### src/rtl/ram_arb_pkg.sv
// Shared types and helpers for the single-port RAM round-robin arbiter.
package ram_arb_pkg;

  typedef enum logic {
    ARB    = 1'b0,
    LOCKED = 1'b1
  } arb_state_e;

  localparam int NUM_PORTS_DEFAULT = 4;
  localparam int IDX_W             = $clog2(NUM_PORTS_DEFAULT);

  function automatic int rr_next(input int idx, input int n);
    return (idx + 1 >= n) ? 0 : idx + 1;
  endfunction

endpackage

### src/rtl/ram_arb_rr_pick.sv
// Combinational round-robin picker: first set request at ptr, ptr+1, ... wrapping.
module ram_arb_rr_pick #(
  parameter int N  = 4,
  parameter int IW = 2
) (
  input  logic [N-1:0]  req_i,
  input  logic [IW-1:0] ptr_i,
  output logic [N-1:0]  gnt_o,
  output logic [IW-1:0] idx_o,
  output logic          vld_o
);

  logic          found;
  logic [IW-1:0] cand;

  always_comb begin
    gnt_o = '0;
    idx_o = '0;
    found = 1'b0;
    cand  = '0;
    for (int i = 0; i < N; i++) begin
      cand = IW'((int'(ptr_i) + i) % N);
      if (!found && req_i[cand]) begin
        gnt_o[cand] = 1'b1;
        idx_o       = cand;
        found       = 1'b1;
      end
    end
    vld_o = found;
  end

endmodule

### src/rtl/ram_rr_arbiter.sv
// Round-robin arbiter sharing one single-port RAM, with a bounded lock for atomic
// read-modify-write sequences. Grant is combinational; responses return one cycle later.
module ram_rr_arbiter
  import ram_arb_pkg::*;
#(
  parameter int NUM_PORTS  = 4,
  parameter int ADDR_WIDTH = 32,
  parameter int DATA_WIDTH = 32,
  parameter int MAX_LOCK   = 4
) (
  input  logic                                  clk,
  input  logic                                  rst_n,
  input  logic [NUM_PORTS-1:0]                  req_i,
  input  logic [NUM_PORTS-1:0]                  lock_i,
  output logic [NUM_PORTS-1:0]                  gnt_o,
  output logic [NUM_PORTS-1:0]                  rvalid_o,
  input  logic [NUM_PORTS-1:0][ADDR_WIDTH-1:0]  addr_i,
  input  logic [NUM_PORTS-1:0]                  we_i,
  input  logic [NUM_PORTS-1:0][DATA_WIDTH/8-1:0] be_i,
  input  logic [NUM_PORTS-1:0][DATA_WIDTH-1:0]  wdata_i,
  output logic [NUM_PORTS-1:0][DATA_WIDTH-1:0]  rdata_o,
  output logic                                  ram_en_o,
  output logic [ADDR_WIDTH-1:0]                 ram_addr_o,
  output logic                                  ram_we_o,
  output logic [DATA_WIDTH/8-1:0]               ram_be_o,
  output logic [DATA_WIDTH-1:0]                 ram_wdata_o,
  input  logic [DATA_WIDTH-1:0]                 ram_rdata_i
);

  localparam int IW      = (NUM_PORTS > 1) ? $clog2(NUM_PORTS) : 1;
  localparam int LCW     = $clog2(MAX_LOCK + 1);
  localparam bit LOCK_EN = (MAX_LOCK > 1);

  arb_state_e           state_q, state_d;
  logic [IW-1:0]        rr_q, rr_d;
  logic [IW-1:0]        owner_q, owner_d;
  logic [LCW-1:0]       lock_cnt_q, lock_cnt_d;
  logic [NUM_PORTS-1:0] rvalid_q, rvalid_d;
  logic [IW-1:0]        rsp_idx_q, rsp_idx_d;

  logic [NUM_PORTS-1:0] pick_req;
  logic [IW-1:0]        pick_ptr;
  logic [NUM_PORTS-1:0] pick_gnt;
  logic [IW-1:0]        pick_idx;
  logic                 pick_vld;

  // While locked, everyone but the owner is masked out, even if the owner is idle.
  always_comb begin
    pick_req = req_i;
    pick_ptr = rr_q;
    if (state_q == LOCKED) begin
      pick_req          = '0;
      pick_req[owner_q] = req_i[owner_q];
      pick_ptr          = owner_q;
    end
  end

  ram_arb_rr_pick #(
    .N  (NUM_PORTS),
    .IW (IW)
  ) u_pick (
    .req_i (pick_req),
    .ptr_i (pick_ptr),
    .gnt_o (pick_gnt),
    .idx_o (pick_idx),
    .vld_o (pick_vld)
  );

  always_comb begin
    state_d    = state_q;
    rr_d       = rr_q;
    owner_d    = owner_q;
    lock_cnt_d = lock_cnt_q;
    rvalid_d   = pick_gnt;
    rsp_idx_d  = pick_vld ? pick_idx : rsp_idx_q;
    case (state_q)
      ARB: begin
        if (pick_vld) begin
          if (LOCK_EN && lock_i[pick_idx]) begin
            state_d    = LOCKED;
            owner_d    = pick_idx;
            lock_cnt_d = LCW'(1);
          end else begin
            rr_d = IW'(rr_next(int'(pick_idx), NUM_PORTS));
          end
        end
      end
      LOCKED: begin
        // Release on idle owner, dropped lock, or when the grant budget is used up.
        if (!pick_vld || !lock_i[owner_q] || (int'(lock_cnt_q) + 1 >= MAX_LOCK)) begin
          state_d    = ARB;
          rr_d       = IW'(rr_next(int'(owner_q), NUM_PORTS));
          lock_cnt_d = '0;
        end else begin
          lock_cnt_d = lock_cnt_q + 1'b1;
        end
      end
      default: state_d = ARB;
    endcase
  end

  always_ff @(posedge clk or negedge rst_n) begin
    if (!rst_n) begin
      state_q    <= ARB;
      rr_q       <= '0;
      owner_q    <= '0;
      lock_cnt_q <= '0;
      rvalid_q   <= '0;
      rsp_idx_q  <= '0;
    end else begin
      state_q    <= state_d;
      rr_q       <= rr_d;
      owner_q    <= owner_d;
      lock_cnt_q <= lock_cnt_d;
      rvalid_q   <= rvalid_d;
      rsp_idx_q  <= rsp_idx_d;
    end
  end

  always_comb begin
    gnt_o       = pick_gnt;
    ram_en_o    = pick_vld;
    ram_addr_o  = pick_vld ? addr_i[pick_idx]  : '0;
    ram_we_o    = pick_vld ? we_i[pick_idx]    : 1'b0;
    ram_be_o    = pick_vld ? be_i[pick_idx]    : '0;
    ram_wdata_o = pick_vld ? wdata_i[pick_idx] : '0;
    rvalid_o    = rvalid_q;
    for (int k = 0; k < NUM_PORTS; k++) begin
      rdata_o[k] = (IW'(k) == rsp_idx_q) ? ram_rdata_i : '0;
    end
  end

endmodule

### config.mk
export PLATFORM = sky130hd
export DESIGN_NAME = ram_rr_arbiter
export DESIGN_NICKNAME = d
export VERILOG_FILES = /design/src/rtl/ram_arb_pkg.sv /design/src/rtl/ram_arb_rr_pick.sv /design/src/rtl/ram_rr_arbiter.sv
export SDC_FILE = /design/constraint.sdc
export NUM_CORES = 1
export LEC_CHECK = 0
export ABC_AREA = 1
export CORE_AREA = 2 2 203 205
export DETAILED_ROUTE_END_ITERATION = 12
export DIE_AREA = 0 0 205 207
export PLACE_DENSITY = 0.48
export SETUP_SLACK_MARGIN = 0.05
export SYNTH_ARGS = -nofsm -noshare
export SYNTH_HDL_FRONTEND = slang
export SYNTH_HIERARCHICAL = 1
export SYNTH_SLANG_ARGS = --single-unit
### constraint.sdc
create_clock -name clk -period 11 [get_ports clk]
set_input_delay 2.2 -clock clk [delete_from_list [all_inputs] [get_ports clk]]
set_output_delay 2.2 -clock clk [all_outputs]
set_load 0.02 [all_outputs]
==> flow_summary.toml, run 1 <==
[drt]
wl_met1_um = 11500
met3_length_um = 2450
drc = 0
ant_nets = 0
vias = 7313
highest_layer = "met4"
first_iter_violations = 381
wl_um = 28400
via_per_inst = 4.01
dr_wl_met2_um = 14100
wl_per_cell_um = 15.6
dr.pass1.iters = 5

[yosys]
yosys_register_bits = 14
synth_mux_area_share_pct = 0
synthSimpleGateAreaFrac_pct = 45.2
synth.area.top_cells = "nor2_1 (33%), o21ai_0 (11%), dfrtp_1 (8.3%)"
synth_seq_area_share_pct = 8.28
synth_cells = 817
synth_area_um2 = 4230
synth-xor-area-share_pct = 0
synth_top_cell_area_share_pct = 33.3
synth_cell_types = 30
synth_edf_count = 0
synth_compound_area_share_pct = 30.4
synthFlopType = "dfrtp_1"
synth.avg_cell_area_um2 = 5.18
syn-num-nets = 1146
synth_top_family_by_area = "simple AND/OR/NAND/NOR gates"
synthArstFlopShare_pct = 100
yosys_warnings = 6
synthAdderAreaFrac_pct = 3.25
synth_top_area_cell = "nor2_1"

[floorplan]
initial_utilization_pct = 10.5
num_io_pins = 524
die_y_um = 207
rows = 74
dieArea_um2 = 42400
core_area_um2 = 40400
die_w_um = 205

[global_routing]
grt_max_degree = 143
grt_pass1_vias = 7140
overflow = 0
grt_first_pass_wirelength_um = 41000
antenna_found_initial = 1
grt_usage_pct = 12.3

[sta]
slew_viol_final = 0
max_freq_mhz = 115
relSlewSlack_pct = 25.0
hold_violations = 0
worstMarginPinSlew_ns = 1.12
fin_tns_setup_ns = 0
skew_ns = 0.00283
setup_violations = 0
rsz0062_at_grt = "no"
finalCritPeriodShare_pct = 78.8
fin_crit_ns = 8.67

[critical_path]
cpMostUsedCell = "o21ai_0"
worstReg2RegStart = "state_q$_DFF_PN0_"
max_stage_delay_ns = 0.80
crit_buf_inv = 5
worstPathCellList = "clkdlybuf4s50_1 > inv_1 > o21ai_0 > nand2_1 > o21ai_0 > inv_1 > nand2_1 > nand3_4 > nand2_4 > nor2_4 > nand4_1 > inv_2 > nor2_4 > o21ai_0 > o32ai_1 > clkdlybuf4s50_1"
r2r_setup_slack_ns = 6.07
crit_family = "simple AND/OR/NAND/NOR gates"
path_class = "primary input to output port"
r2r-end = "owner_q[1]$_DFFE_PN0P_"
reg2reg_depth = 19
critPathCapture = "ram_addr_o[23]"
crit_path_max_fanout = 37
crit_path_end_kind = "output port"
worstPathArrival_ns = 6.47
start_kind = "primary input"
cp.depth = 16
critPathLaunch = "req_i[0]"
cp_slowest_cell = "nor2_4"
critPathRequiredTime_ns = 8.80

[placed_design]
gp_congestion = 0.855
port_buffers = 523
place_hpwl_um = 23400

[final_layout]
area_growth_pct = 136
layout_common_cells = "clkdlybuf4s50_1 (523), nor2_1 (375), o21ai_0 (90), nand2_1 (56), inv_1 (49)"
final_common_cell = "clkdlybuf4s50_1"
layout-drive-gt1-share_pct = 4.26
final_nets = 1620

[clock_network]
cts_tree = "done"
clk_pin_slew_ns = 0.05
cts_buffers = 3
clk_latency_ns = 0.24
hold_buffers = 0
cts_root_buffer = "clkbuf_16"
cts.repair.resized = 0
postCtsSetupRepairBufs = 0
clockBufferDepth = 2
htreeDepth = 1
cts_sinks = 14

[flow_run]
maxCapViolCount = 0

[run_status]
status = "finished, final reports clean"

[worst_hold_path]
hold_path.class = "register to register"
worst min path at each step:
stage	from	endpoint	slack, ns	depth (start not counted)
floorplan	rr_q[1]$_DFFE_PN0P_	rr_q[1]$_DFFE_PN0P_	0.44	2
detailed placement	rr_q[0]$_DFFE_PN0P_	rr_q[0]$_DFFE_PN0P_	0.49	2
global placement	rr_q[1]$_DFFE_PN0P_	rr_q[1]$_DFFE_PN0P_	0.47	2
global route	rr_q[0]$_DFFE_PN0P_	rr_q[0]$_DFFE_PN0P_	0.54	2
CTS	rr_q[0]$_DFFE_PN0P_	rr_q[0]$_DFFE_PN0P_	0.50	2
finish	rr_q[0]$_DFFE_PN0P_	rr_q[0]$_DFFE_PN0P_	0.50	2
tightest hold or removal path, cell delays in order, from the launching register on:
cell and delay [ns]:
dfrtp_1 0.36, nand2_1 0.06, nand2_1 0.05
per-stage QoR:
stage,hold slack [ns],cell area (um^2),worst slack (ns),util [%],instances
after detailed placement,0.489,9910,2.31,24.5,1818
after global routing,0.544,10000,1.95,24.8,1823
final,0.499,10000,2.33,24.8,1823
after CTS,0.504,10000,2.28,24.8,1822
after global placement,0.474,9910,2.32,24.5,1818
after floorplan,0.442,4230,4.26,-,817
kinds of logic (layout without fill, tap and decap cells):
| family | after synthesis | after routing |
|---|---|---|
| and+or+nand+nor | 477 | 477 |
| buffers and inverters | 117 | 590 |
| DFF | 14 | 14 |
| adders and majority gates | 11 | 11 |
| other | 0 | 1 |
| AOI/OAI and AO/OA | 198 | 198 |
metal layers:
| layer | vias to the layer above | track usage (%) |
|---|---|---|
| met5 | - | 0 |
| met4 | 0 | 2.03 |
| met3 | 21 | 2.60 |
| met2 | 375 | 22.9 |
| met1 | 3316 | 14.5 |
| li1 | 3601 | - |
state kept, by name, summed over array words and instances (netlist names):
register / flops
rr_q: 2
rsp_idx_q: 2
state_q: 1
lock_cnt_q: 3
owner_q: 2
rvalid_o: 4
synthesized netlist by cell type (all sizes together) (3+ instances only):
cell and n:
o21ai 111, dfrtp 14, o32ai 37, clkbuf 32
nand4 7, a21boi 4, o22ai 3, a21oi 42
ha 11, inv 53, nor2 378, nand2 68
nand3 22, buf 31
final cells by class:
type,instances,area (um^2)
inverter,54,205
sequential,14,350
tap,532,666
timing repair buffer,532,5330
multi-input combinational,686,3360
clock buffer,4,88.8
antenna,1,2.50
fill,4563,30400
Power of run 1 is not shown: default switching activity piles up to over one toggle a cycle in this logic, so the estimate is an artifact.
==> run 2: changes to the inputs <==
- CORE_AREA: 2 2 203 205 -> 2 2 204 206
- DIE_AREA: 0 0 205 207 -> 0 0 206 208
- PLACE_DENSITY: 0.48 -> 0.47
- clock period: 11 -> 8.6 ns (I/O delays scaled with it)
==> run 2 against run 1 <==
Against the previous run: die area up 0.97%; critical endpoint is now ram_wdata_o[22]; clock skew up 0.00084 ns; hold slack worse by 0.015 ns; sequential share of layout area about the same; highest routed layer unchanged; global-route usage up 0.67 points; wire length up 6.3%; critical path type unchanged; first-iteration DRC count up 2.1%; via count down 0.88%.
==> flow_summary.toml, run 2 (synthesized netlist as in run 1, its figures left out) <==
[floorplan]
die_w_um = 206
core_area_um2 = 40600
dieArea_um2 = 42800
rows = 74
initial_utilization_pct = 10.4
num_io_pins = 524
die_y_um = 208

[clock_network]
hold_buffers = 0
cts_root_buffer = "clkbuf_16"
cts_tree = "done"
clk_pin_slew_ns = 0.05
htreeDepth = 1
cts_buffers = 3
postCtsSetupRepairBufs = 0
cts.repair.resized = 0
clockBufferDepth = 2
cts_sinks = 14
clk_latency_ns = 0.24

[drt]
wl_um = 30200
via_per_inst = 3.96
first_iter_violations = 389
ant_nets = 0
wl_per_cell_um = 16.5
drc = 0
dr.pass1.iters = 5
vias = 7249

[sta]
slew_viol_final = 0
worstMarginPinSlew_ns = 0.840
relSlewSlack_pct = 43.4
finalCritPeriodShare_pct = 87.1
fin_tns_setup_ns = 0
max_freq_mhz = 134
fin_crit_ns = 7.49
hold_violations = 0
setup_violations = 0
fin_ws_ns = 1.11
rsz0062_at_grt = "no"
skew_ns = 0.00367

[critical_path]
critPathCapture = "ram_wdata_o[22]"
critPathRequiredTime_ns = 6.88
worstReg2RegStart = "state_q$_DFF_PN0_"
crit_path_max_fanout = 34
reg2reg_depth = 18
r2r-end = "owner_q[1]$_DFFE_PN0P_"
critPathLaunch = "req_i[0]"
start_kind = "primary input"
worstPathArrival_ns = 5.77
r2r_setup_slack_ns = 3.53
crit_path_end_kind = "output port"
path_class = "primary input to output port"

[final_layout]
antennaDiodeCount = 0
final_nets = 1628
final_common_cell = "clkdlybuf4s50_1"
layout-drive-gt1-share_pct = 4.85
largest_reg_flops = 4
finalCoreUtilization_pct = 24.9
area_growth_pct = 138
layout_common_cells = "clkdlybuf4s50_1 (523), nor2_1 (375), o21ai_0 (90), nand2_1 (56), inv_1 (49)"
fillCellCount = 4532

[placed_design]
dp_slack_ns = 1.05
gp_congestion = 0.862
place_hpwl_um = 25300
port_buffers = 523

[global_routing]
antenna_found_initial = 0
grt_pass1_vias = 7222
overflow = 0
grt_first_pass_wirelength_um = 43100
grt_max_degree = 91
grt_usage_pct = 13.0

[run_status]
status = "finished, final reports clean"

[worst_hold_path]
min_path_cells = 2
hold_path.class = "register to register"

[flow_run]
maxCapViolCount = 0
[run 2: area by class of cell]
class                           instances  area, um^2  area share [%]
Timing Repair Buffer                  540        5410            53.7
Multi-Input combinational cell        686        3360            33.3
Tap cell                              532         666            6.60
Sequential cell                        14         350            3.48
Inverter                               54         205            2.04
Clock buffer                            4        88.8           0.881
[run 2: routing by layer]
metal  GRT usage [%]  part of all wire, %  vias up  wire (um)
met5               0                    0        -          0
met4            2.12                  1.6        0        499
met3            2.73                  8.5       18       2590
met2            25.0                   52      378      15700
met1            14.6                   38     3233      11500
li1                -                    -     3620          -
[run 2: how the worst min path moves through the flow]
stage | startpoint | end | slack, ns
5_1_grt | rr_q[0]$_DFFE_PN0P_ | rr_q[0]$_DFFE_PN0P_ | 0.52
3_5_place_dp | rr_q[1]$_DFFE_PN0P_ | rr_q[1]$_DFFE_PN0P_ | 0.48
4_1_cts | rr_q[1]$_DFFE_PN0P_ | rr_q[1]$_DFFE_PN0P_ | 0.49
6_report | rr_q[1]$_DFFE_PN0P_ | rr_q[1]$_DFFE_PN0P_ | 0.48
2_1_floorplan | rr_q[1]$_DFFE_PN0P_ | rr_q[1]$_DFFE_PN0P_ | 0.44
3_3_place_gp | rr_q[1]$_DFFE_PN0P_ | rr_q[1]$_DFFE_PN0P_ | 0.47
[run 2: worst max-delay path, cell delays in order]
cell and delay (ns):
clkdlybuf4s50_1 0.46, inv_1 0.04, o21ai_0 0.13, nand2_1 0.12
o21ai_0 0.30, inv_1 0.08, nand2_1 0.12, nand2_1 0.07
nand2_1 0.07, nand2_2 0.12, inv_1 0.17, nand3_1 0.11
nand3_2 0.25, buf_4 0.39, inv_2 0.37, nor2_1 0.21
o21ai_0 0.10, a21oi_1 0.24, clkdlybuf4s50_1 0.66
[run 2: metrics by stage]
| stage | hold WS (ns) | std cells | instance area [um^2] |
|---|---|---|---|
| final | 0.484 | 1830 | 10100 |
| after global routing | 0.517 | 1830 | 10100 |
| after CTS | 0.487 | 1830 | 10100 |
| after detailed placement | 0.476 | 1826 | 9990 |
| after global placement | 0.471 | 1826 | 9990 |
| after floorplan | 0.442 | 817 | 4230 |
Power of run 2 is left out for the same reason.
==> run 3: changes to the inputs <==
- ABC_AREA: 1 -> default
- CORE_AREA: 2 2 204 206 -> 5 5 201 203
- PLACE_DENSITY: 0.47 -> 0.49
==> run 3 against run 2 <==
Against the previous run: worst setup slack got worse by 0.43 ns; first-iteration DRC count decreased by 39%; clock-buffer cell count unchanged; via count decreased by 24%; clock skew down 0.0013 ns; critical path depth decreased by 6; critical endpoint is now ram_addr_o[31]; highest routed layer unchanged.
==> flow_summary.toml, run 3 <==
[run_status]
status = "finished, final reports clean"

[yosys]
synth_cell_types = 36
synth.area.top_cells = "mux4_2 (39%), and2_1 (25%), dfrtp_1 (8.3%)"
synth_top_area_cell = "mux4_2"
synth_seq_area_share_pct = 8.31
synthFlopType = "dfrtp_1"
yosys_register_bits = 14
yosysMostFrequentCell = "and2_1"
synthTopCellsByCount = "and2_1 (168), mux4_2 (73), and3_1 (32), clkbuf_1 (32), dfrtp_1 (14)"
syn-num-nets = 754
synth_edf_count = 0
synth_area_um2 = 4210
synthArstFlopShare_pct = 100
synth.avg_cell_area_um2 = 9.92
synth_top_cell_area_share_pct = 39.0
yosys_warnings = 6
synth_cells = 425

[drt]
wl_per_cell_um = 20.0
drc = 0
via_per_inst = 3.83
vias = 5518
first_iter_violations = 239
dr.pass1.iters = 4
ant_nets = 0
wl_um = 28800

[critical_path]
critPathRequiredTime_ns = 6.88
critPathLaunch = "req_i[1]"
r2r-end = "rr_q[1]$_DFFE_PN0P_"
reg2reg_depth = 11
path_class = "primary input to output port"
crit_path_end_kind = "output port"
worstReg2RegStart = "owner_q[0]$_DFFE_PN0P_"
start_kind = "primary input"
crit_path_max_fanout = 37
worstPathArrival_ns = 6.20
r2r_setup_slack_ns = 4.10
critPathCapture = "ram_addr_o[31]"

[final_layout]
final_nets = 1250
final_common_cell = "clkdlybuf4s50_1"
largest_reg_flops = 4
area_growth_pct = 141
layout-drive-gt1-share_pct = 11.5
finalCoreUtilization_pct = 26.5
layout_common_cells = "clkdlybuf4s50_1 (523), and2_1 (168), mux4_2 (73), and3_1 (32), dfrtp_1 (14)"
multiInputGateArea_um2 = 3640
design_area_um2 = 10200
seq_area_um2 = 350
fillCellCount = 4067

[floorplan]
initial_utilization_pct = 11.0
rows = 72
num_io_pins = 524
die_w_um = 206
core_area_um2 = 38300
dieArea_um2 = 42800
die_y_um = 208

[clock_network]
cts.repair.resized = 0
clk_latency_ns = 0.24
htreeDepth = 1
hold_buffers = 0
cts_tree = "done"
cts_buffers = 3
cts_sinks = 14
clk_pin_slew_ns = 0.05
postCtsSetupRepairBufs = 0
cts_root_buffer = "clkbuf_16"
clockBufferDepth = 2

[flow_run]
maxCapViolCount = 0

[sta]
max_freq_mhz = 126
hold_violations = 0
relSlewSlack_pct = 53.8
fin_tns_setup_ns = 0
rsz0062_at_grt = "no"
skew_ns = 0.00240
setup_violations = 0
finalCritPeriodShare_pct = 92.1
slew_viol_final = 0
fin_crit_ns = 7.92
worstMarginPinSlew_ns = 0.692

[global_routing]
grt_first_pass_wirelength_um = 40100
antenna_found_initial = 2
grt_usage_pct = 12.3
grt_pass1_vias = 5810
grt_max_degree = 46
overflow = 0

[placed_design]
place_hpwl_um = 25200
gp_congestion = 0.869
placed_cell_area_um2 = 10100
port_buffers = 523

[worst_hold_path]
hold_path.class = "register to register"
## run 3: changes by cell type in the layout (fill, tap and decap cells not counted), sizes merged, moves of 32 or more
| cell | previous run | this run |
|---|---|---|
| o32ai | 37 | 0 |
| mux4 | 0 | 76 |
| inv | 53 | 12 |
| o21ai | 111 | 10 |
| nand2 | 68 | 3 |
| a21oi | 42 | 1 |
| and3 | 0 | 32 |
| and2 | 0 | 168 |
| nor2 | 378 | 8 |
## run 3: final cells by class
class,count,share of cell area [%]
Tap cell,518,6.38
Inverter,12,0.443
Multi-Input combinational cell,355,35.9
Clock buffer,4,0.874
Antenna cell,3,0.0739
Sequential cell,14,3.45
Timing Repair Buffer,535,52.9
## run 3: how the worst min path moves through the flow
| stage | start | cells past startpoint | end | slack (ns) |
|---|---|---|---|---|
| after floorplan | rr_q[0]$_DFFE_PN0P_ | 1 | rr_q[0]$_DFFE_PN0P_ | 0.45 |
| after global placement | rr_q[1]$_DFFE_PN0P_ | 1 | rr_q[1]$_DFFE_PN0P_ | 0.48 |
| after detailed placement | rr_q[0]$_DFFE_PN0P_ | 1 | rr_q[0]$_DFFE_PN0P_ | 0.48 |
| after CTS | rr_q[0]$_DFFE_PN0P_ | 1 | rr_q[0]$_DFFE_PN0P_ | 0.49 |
| after global routing | rr_q[0]$_DFFE_PN0P_ | 1 | rr_q[0]$_DFFE_PN0P_ | 0.51 |
| final | rr_q[0]$_DFFE_PN0P_ | 1 | rr_q[0]$_DFFE_PN0P_ | 0.48 |
## run 3: layer usage
metal,global-route usage (%),vias up,wire (um)
li1,-,2566,-
met1,13.5,2601,10500
met2,23.5,333,15000
met3,3.19,18,2840
met4,2.32,0,495
met5,0,-,0
## run 3: cells by family after synthesis
family                     Yosys count  synth area share [%]
and+or+nand+nor                    224                  32.9
muxes                               90                  44.5
buffers and inverters               56                  6.06
AOI/OAI and AO/OA                   30                  4.99
DFF                                 14                  8.31
adders and majority gates           11                  3.27
## run 3: metrics by stage
step | hold WS (ns) | std cells | setup slack [ns]
6_report | 0.480 | 1441 | 0.678
5_1_grt | 0.506 | 1439 | 0.391
4_1_cts | 0.488 | 1438 | 0.616
3_5_place_dp | 0.476 | 1434 | 0.622
3_3_place_gp | 0.480 | 1434 | 0.684
2_1_floorplan | 0.454 | 425 | 1.95
## run 3: worst max-delay path: stages
cell and delay, ns:
clkdlybuf4s50_1 0.45, mux4_1 0.59, nand3_1 0.11, o21ai_0 0.20
mux4_2 0.67, and2b_2 0.31, o21ai_0 0.14, o31ai_4 0.13
buf_12 0.22, buf_12 0.30, mux4_2 0.54, and2_1 0.16
clkdlybuf4s50_1 0.62
Power of run 3 is left out for the same reason.
